===== config.mk =====
export PLATFORM = sky130hd
export DESIGN_NAME = spi_byte_interface
export DESIGN_NICKNAME = d
export VERILOG_FILES = /design/src/rtl/spi_byte_interface.sv
export SDC_FILE = /design/constraint.sdc
export NUM_CORES = 1
export LEC_CHECK = 0
export ABC_CLOCK_PERIOD_IN_PS = 1510
export CORE_MARGIN = 3
export CORE_UTILIZATION = 30
export CTS_CLUSTER_DIAMETER = 200
export DETAILED_ROUTE_END_ITERATION = 12
export PLACE_DENSITY_LB_ADDON = 0.12
export SKIP_LAST_GASP = 1
export SLEW_MARGIN = 20
export SYNTH_ARGS = -nofsm -noshare
export SYNTH_HDL_FRONTEND = slang
export SYNTH_SLANG_ARGS = --single-unit

===== constraint.sdc =====
create_clock -name clk -period 1.51 [get_ports clk]
set_clock_uncertainty 0.1 [all_clocks]
set_input_delay 0.2265 -clock clk [delete_from_list [all_inputs] [get_ports clk]]
set_output_delay 0.2265 -clock clk [all_outputs]
set_load 0.05 [all_outputs]

===== src/rtl/spi_byte_interface.sv =====
// rtl/spi_byte_interface.sv - SPI mode-3 byte shifter with held chip select; SPI_IF_LOOPBACK_EN selects mosi->rx loopback
module spi_byte_interface #(
  parameter int CLK_DIV = 50
) (
  input  logic       clk,
  input  logic       rst,
  input  logic       begin_transmission,
  input  logic [7:0] send_data,
  input  logic       miso,
  output logic       sclk,
  output logic       mosi,
  output logic       chip_select,
  output logic       end_transmission,
  output logic [7:0] received_data
);

  localparam int DW = (CLK_DIV > 1) ? $clog2(CLK_DIV) : 1;
  localparam logic [DW-1:0] DIV_LAST = DW'(CLK_DIV - 1);

  typedef enum logic [2:0] {IDLE, SETUP, SHIFT, DONE, GAP, HOLD} state_t;

  state_t        state, state_next;
  logic [DW-1:0] div_cnt, div_cnt_next;
  logic [2:0]    bit_cnt, bit_cnt_next;
  logic [7:0]    tx_sr, tx_sr_next;
  logic [7:0]    rx_sr, rx_sr_next;
  logic [7:0]    received_data_next;
  logic          sclk_next, mosi_next, cs_next, end_next;
  logic          div_done;
  logic          rx_bit;

  assign div_done = (div_cnt == DIV_LAST);

`ifdef SPI_IF_LOOPBACK_EN
  assign rx_bit = mosi;
`else
  assign rx_bit = miso;
`endif

  // State and output registers; every output is registered so the sensor sees glitch-free lines.
  always_ff @(posedge clk) begin
    if (rst) begin
      state            <= IDLE;
      div_cnt          <= '0;
      bit_cnt          <= '0;
      tx_sr            <= '0;
      rx_sr            <= '0;
      sclk             <= 1'b1;
      mosi             <= 1'b1;
      chip_select      <= 1'b1;
      end_transmission <= 1'b0;
      received_data    <= '0;
    end else begin
      state            <= state_next;
      div_cnt          <= div_cnt_next;
      bit_cnt          <= bit_cnt_next;
      tx_sr            <= tx_sr_next;
      rx_sr            <= rx_sr_next;
      sclk             <= sclk_next;
      mosi             <= mosi_next;
      chip_select      <= cs_next;
      end_transmission <= end_next;
      received_data    <= received_data_next;
    end
  end

  // Next-state logic; SCLK edges are issued on the transition that starts each phase.
  always_comb begin
    state_next         = state;
    div_cnt_next       = '0;
    bit_cnt_next       = bit_cnt;
    tx_sr_next         = tx_sr;
    rx_sr_next         = rx_sr;
    sclk_next          = sclk;
    mosi_next          = mosi;
    cs_next            = chip_select;
    end_next           = 1'b0;
    received_data_next = received_data;

    case (state)
      IDLE: begin
        if (begin_transmission) begin
          tx_sr_next   = send_data;
          bit_cnt_next = '0;
          cs_next      = 1'b0;
          state_next   = SETUP;
        end
      end
      SETUP: begin
        if (div_done) begin
          sclk_next  = 1'b0;
          mosi_next  = tx_sr[7];
          tx_sr_next = {tx_sr[6:0], 1'b0};
          state_next = SHIFT;
        end else begin
          div_cnt_next = div_cnt + 1'b1;
        end
      end
      SHIFT: begin
        if (!div_done) begin
          div_cnt_next = div_cnt + 1'b1;
        end else if (!sclk) begin
          sclk_next    = 1'b1;
          rx_sr_next   = {rx_sr[6:0], rx_bit};
          bit_cnt_next = bit_cnt + 3'd1;
        end else if (bit_cnt == 3'd0) begin
          // bit_cnt wrapped to zero after the eighth rising edge
          end_next           = 1'b1;
          received_data_next = rx_sr;
          state_next         = DONE;
        end else begin
          sclk_next  = 1'b0;
          mosi_next  = tx_sr[7];
          tx_sr_next = {tx_sr[6:0], 1'b0};
        end
      end
      DONE: begin
        state_next = GAP;
      end
      GAP: begin
        if (begin_transmission) begin
          // Load the next byte and issue its first falling edge in one step.
          sclk_next    = 1'b0;
          mosi_next    = send_data[7];
          tx_sr_next   = {send_data[6:0], 1'b0};
          bit_cnt_next = '0;
          state_next   = SHIFT;
        end else begin
          mosi_next  = 1'b1;
          state_next = HOLD;
        end
      end
      HOLD: begin
        if (div_done) begin
          cs_next    = 1'b1;
          state_next = IDLE;
        end else begin
          div_cnt_next = div_cnt + 1'b1;
        end
      end
      default: begin
        state_next = IDLE;
      end
    endcase
  end

endmodule


==> impl_metrics.py, run 1 <==
metrics = {
    "yosys": {
        "synth-edff-count": 0,
        "synth_cell_types": 49,
        "synthTopCellsByCount": "40 x dfxtp_1, 32 x mux2i_1, 26 x nor2_1",
        "ys_seq_elements": 40,
        "ys_top_cells_by_area": "dfxtp_1 37%, mux2i_1 15%, nor2_1 4.5%, a21oi_1 3.2%, a2bb2oi_1 2.8%",
        "ys.flop_type": "dfxtp_1",
        "synth_top_cell_area_share": 0.3697,
        "syn_avg_cell_area_um2": 8.950,
        "syn-num-nets": 258,
        "synthCells": 242,
        "synth.most_common_cell": "dfxtp_1",
        "synthArstFlopShare": 0,
        "ys_seq_area_frac": 0.3697,
        "syn_area_um2": 2166,
        "yosysWarnings": 0,
        "yosys.area.top_type": "dfxtp_1",
    },
    "finish": {
        "finish.net_count": 328,
        "drive_gt1_frac": 0.3994,
        "fin_util": 0.4895,
        "finalNonFillerCells": 409,
        "areaGrowthSynthToFinish_pct": 56.09,
        "antenna_cells": 0,
    },
    "critical_path": {
        "cp_max_fo": 8,
        "cpPeakStageDelay_ns": 0.38,
        "cp_slowest_cell": "and4bb_4",
        "required_ns": 1.60,
        "path_class": "reg -> reg",
        "worstPathArrival_ns": 1.75,
        "cp_num_buf_inv": 1,
        "crit_family": "compound AO/OA/AOI/OAI gates",
        "critPathCaptureType": "flop",
        "cp_cell_sequence": "and4bb_4 -> a31oi_1 -> o32a_1 -> buf_12 -> mux2i_1",
        "startpoint_type": "flop",
    },
    "pwr": {
        "p_leak_nw": 1.478,
        "p_total_mw": 3.149,
        "power-per-cell-area_nw_per_um2": 931.5,
        "worst_ir_drop_vdd_uv": 436.6,
    },
    "detailed_routing": {
        "wl_mm": 5.635,
        "drtIter0Drc": 101,
        "firstDrtPassIters": 4,
        "wire_per_inst_um": 13.78,
        "route.antenna.remaining_nets": 0,
        "dr_total_vias": 1957,
        "drt-vias-per-instance": 4.785,
        "route.detailed.drc": 0,
    },
    "clocking": {
        "cts_tree": "done",
        "h-tree-depth": 2,
        "insertion_delay_ns": 0.30,
        "clock_path_buffers": 2,
        "clk_pin_slew_ns": 0.09,
        "cts_root_buf": "clkbuf_8",
        "cts_num_sinks": 40,
        "numCtsBuffers": 5,
    },
    "status": {
        "violations": "setup timing",
        "status": "finished, violations left",
    },
    "timing": {
        "maxSlewHeadroom": 0.7555,
        "rsz0062_at_grt": "yes",
        "setup_slack_ns": -0.1481,
        "fmax_mhz": 603.1,
        "finalHoldViolCount": 0,
        "slew_violations": 0,
        "tightest_slew_ns": 0.3667,
        "setup_violations": 29,
        "timing.final.crit_period_ns": 1.658,
        "period_share": 1.098,
    },
    "floorplan": {
        "rows": 30,
        "coreArea_um2": 6907,
        "die_area_um2": 8275,
        "die_width_um": 90.97,
        "die_h_um": 90.97,
        "pin_count": 24,
        "start_util": 0.3136,
    },
    "run": {
        "maxCapViolations": 0,
    },
    "placement": {
        "place.gp.congestion": 0.8182,
        "place_inst": 390,
        "dp_hpwl_mm": 3.817,
        "io_buffers": 23,
    },
    "global_route": {
        "grt_max_degree": 18,
        "track_usage": 0.1413,
        "overflow": 0,
        "first_global_vias": 1913,
        "antenna_found_initial": 0,
        "grt_pass1_wl_mm": 9.508,
    },
    "hold_path": {
        "hold_class": "reg -> reg",
    },
}
## what timing repair did
action | CTS | global route
setup endpoints to repair | 37 | 40
gates cloned | 1 | 0
pin swaps | 8 | 12
buffers inserted | 4 | 7
hold buffers | 0 | 0
gates resized for setup | 30 | 27
## flip-flops by register name, summed over array words and instances (netlist names)
register,flops
bit_cnt,3
state,3
sclk,1
end_transmission,1
div_cnt,6
tx_sr,8
chip_select,1
received_data,8
mosi,1
rx_sr,8
## where the power goes
group,total [mW],internal [mW],switching (mW)
Combinational,1.02,0.521,0.497
Clock,0.943,0.541,0.403
Sequential,1.19,1.12,0.0651
## layer usage
layer  vias to the layer above  track usage  wire (um)
li1                       1003            -          -
met1                       922       0.1806       2650
met2                        27       0.2330       2741
met3                         5      0.03231        168
met4                         0      0.04899         75
met5                         -            0          0
## placed cells by master (no fill, tap or decap), drive strengths merged, types with 8 or more instances in the layout
master,n
clkdlybuf4s50,11
inv,14
nand3,8
dfxtp,40
nor2,26
nand2,10
nor3b,8
buf,71
a21oi,14
mux2i,32
## area by class of cell
cell class / instances / area, um2
fillers: 687 / 3526
multi-input cells: 168 / 1400
flip-flops and latches: 40 / 818.3
repair buffers: 82 / 864.6
clock buffers: 6 / 82.58
well taps: 96 / 120.1
inverters: 15 / 56.30
clock inverters: 2 / 38.79
## final timing paths
path	startpoint	to	slack, ns	depth (start not counted)
worst max-delay path	div_cnt[2]	tx_sr[7]	-0.15	5
worst max register to register	div_cnt[2]	tx_sr[7]	-0.15	5
worst min register to register	tx_sr[2]	tx_sr[2]	0.38	2
worst min-delay path	tx_sr[2]	tx_sr[2]	0.38	2
## through the flow
stage | setup TNS, ns | area, um2 | hold slack (ns) | setup WS (ns)
final | -2.439 | 3381 | 0.3817 | -0.1481
after global routing | -4.777 | 3381 | 0.4052 | -0.2134
after CTS | -2.115 | 3217 | 0.3757 | -0.1468
after detailed placement | -5.922 | 2947 | 0.3644 | -0.3193
after global placement | -5.214 | 2947 | 0.3482 | -0.3076
after floorplan | -0.5048 | 2190 | 0.2704 | -0.06356
## logic make-up after synthesis
group / Yosys count / share of synthesized area
multiplexers: 32 / 0.1479
XOR/XNOR: 4 / 0.01618
AO/OA/AOI/OAI: 50 / 0.1600
flip-flops: 40 / 0.3697
AND/OR/NAND/NOR: 77 / 0.2011
buffers and inverters: 34 / 0.07741
adder cells (fa/ha/maj): 5 / 0.02773
## worst min-delay path, stage by stage (launching register included)
cell	delay (ns)
dfxtp_1	0.33
nand2_1	0.06
mux2i_1	0.05
No activity file was read; power rests on OpenSTA's default activity.
==> run 2: changes to the inputs <==
Settings changed: CORE_UTILIZATION 30 to 40, SLEW_MARGIN 20 to 0.
==> run 2 against run 1 <==
Net effect:
- the run still ends with setup timing left
- sequential share of layout area up 0.81 points
- design area down 4.1%
- combinational power down 6%
- core utilization up 14 points
- critical path depth up 1
- total power up 6.6%
- critical path type unchanged
- global-route usage up 3.5 points
- critical endpoint is now tx_sr[6]
- count of clock-buffer cells in the layout down 1
- register-to-register slack better by 0.03 ns
- routed wire length down 8.4%
- clock power up 28%
==> impl_metrics.py, run 2 (synthesized netlist as in run 1, its figures left out) <==
metrics = {
    "floorplan": {
        "die_width_um": 79.59,
        "pin_count": 24,
        "die_h_um": 79.59,
        "coreArea_um2": 5172,
        "rows": 26,
        "die_area_um2": 6334,
        "start_util": 0.4187,
    },
    "timing": {
        "period_share": 1.078,
        "fmax_mhz": 614.1,
        "rsz0062_at_grt": "yes",
        "tightest_slew_ns": 0.3377,
        "maxSlewHeadroom": 0.7749,
        "finalHoldViolCount": 0,
        "timing.final.crit_period_ns": 1.628,
        "setup_violations": 24,
        "setup_tns_ns": -1.286,
        "slew_violations": 0,
        "setup_slack_ns": -0.1184,
    },
    "critical_path": {
        "path_class": "reg -> reg",
        "r2r_start": "div_cnt[3]",
        "worstPathArrival_ns": 1.72,
        "critPathCaptureType": "flop",
        "startpoint": "div_cnt[3]",
        "required_ns": 1.60,
        "cp_max_fo": 8,
        "startpoint_type": "flop",
    },
    "global_route": {
        "grt_pass1_wl_mm": 8.852,
        "antenna_found_initial": 0,
        "track_usage": 0.1760,
        "grt_max_degree": 21,
        "first_global_vias": 1904,
        "overflow": 0,
    },
    "hold_path": {
        "hold_start": "tx_sr[7]",
        "hold_class": "reg -> reg",
    },
    "run": {
        "maxCapViolations": 0,
    },
    "placement": {
        "place.gp.congestion": 0.8050,
        "dp_hpwl_mm": 3.564,
        "io_buffers": 23,
        "placed_area_um2": 2867,
    },
    "finish": {
        "finish.net_count": 323,
        "areaGrowthSynthToFinish_pct": 49.62,
        "drive_gt1_frac": 0.3506,
        "antenna_cells": 0,
        "final_cell_mix": "47 x buf_4, 34 x dfxtp_1, 32 x mux2i_1, 24 x nor2_1, 14 x a21oi_1",
        "fin_util": 0.6265,
        "final_common_cell": "buf_4",
        "reg_top3": "received_data (8), rx_sr (8), tx_sr (8)",
        "fin_area_um2": 3241,
    },
    "clocking": {
        "clk_pin_slew_ns": 0.08,
        "cts_root_buf": "clkbuf_8",
        "clock_path_buffers": 2,
        "numCtsBuffers": 5,
        "insertion_delay_ns": 0.30,
        "h-tree-depth": 2,
        "cts_tree": "done",
        "cts_num_sinks": 40,
    },
    "detailed_routing": {
        "route.detailed.drc": 0,
        "wire_per_inst_um": 13.66,
        "route.antenna.remaining_nets": 0,
        "drt-vias-per-instance": 5.225,
        "drtIter0Drc": 112,
        "firstDrtPassIters": 4,
        "dr_total_vias": 1975,
        "wl_mm": 5.162,
    },
    "pwr": {
        "power-per-cell-area_nw_per_um2": 1036,
        "p_leak_nw": 1.431,
        "worst_ir_drop_vdd_uv": 856.3,
    },
    "status": {
        "status": "finished, violations left",
        "violations": "setup timing",
    },
}
[run 2: cell count changes in the layout (fill, tap and decap cells not counted), moves of 3 or more]
cell     delta
a21oi_2     -3
buf_6       -3
nor2_1      +4
a21oi_1     +3
nor2_2      -4
[run 2: worst max-delay path: stages (launching register included)]
cell	delay [ns]
dfxtp_1	0.31
and4bb_4	0.38
buf_4	0.17
nand3_1	0.10
o32a_1	0.19
buf_6	0.16
mux2i_1	0.12
[run 2: path summary, 6_finish.rpt]
check | to | slack, ns | cells past startpoint
max | tx_sr[6] | -0.12 | 6
min | tx_sr[7] | 0.37 | 2
max reg2reg | tx_sr[6] | -0.12 | 6
min reg2reg | tx_sr[7] | 0.37 | 2
[run 2: where the power goes]
part           total (mW)  internal [mW]  switching, mW
Combinational       0.955          0.487          0.468
Clock                1.21          0.827          0.384
Sequential           1.19           1.12         0.0677
[run 2: routing by layer]
metal | part of all wire | track usage | vias to the layer above
li1 | - | - | 996
met1 | 0.47 | 0.2275 | 931
met2 | 0.47 | 0.2830 | 38
met3 | 0.043 | 0.03837 | 10
met4 | 0.017 | 0.07045 | 0
met5 | 0 | 0 | -
[run 2: area by class of cell]
type / instances / area, um2
Clock inverter: 3 / 90.09
Clock buffer: 5 / 68.82
Multi-Input combinational cell: 168 / 1336
Tap cell: 70 / 87.58
Sequential cell: 40 / 810.8
Timing Repair Buffer: 77 / 790.8
Fill cell: 447 / 1932
Inverter: 15 / 56.30
[run 2: per-stage QoR]
stage	worst slack, ns	instances	power [mW]	hold WS [ns]
after floorplan	-0.06356	242	1.702	0.2704
after global placement	-0.2961	361	2.028	0.3498
after detailed placement	-0.2996	361	2.030	0.3562
after CTS	-0.1086	373	3.301	0.3680
after global routing	-0.2193	378	3.523	0.4082
final	-0.1184	378	3.356	0.3688
[run 2: what timing repair did]
action                                  in CTS  in global routing
gates resized for setup                     18                 18
hold buffers                                 0                  0
endpoints found under the setup margin      36                 37
setup buffers                                4                  5
pin swaps                                    4                 10
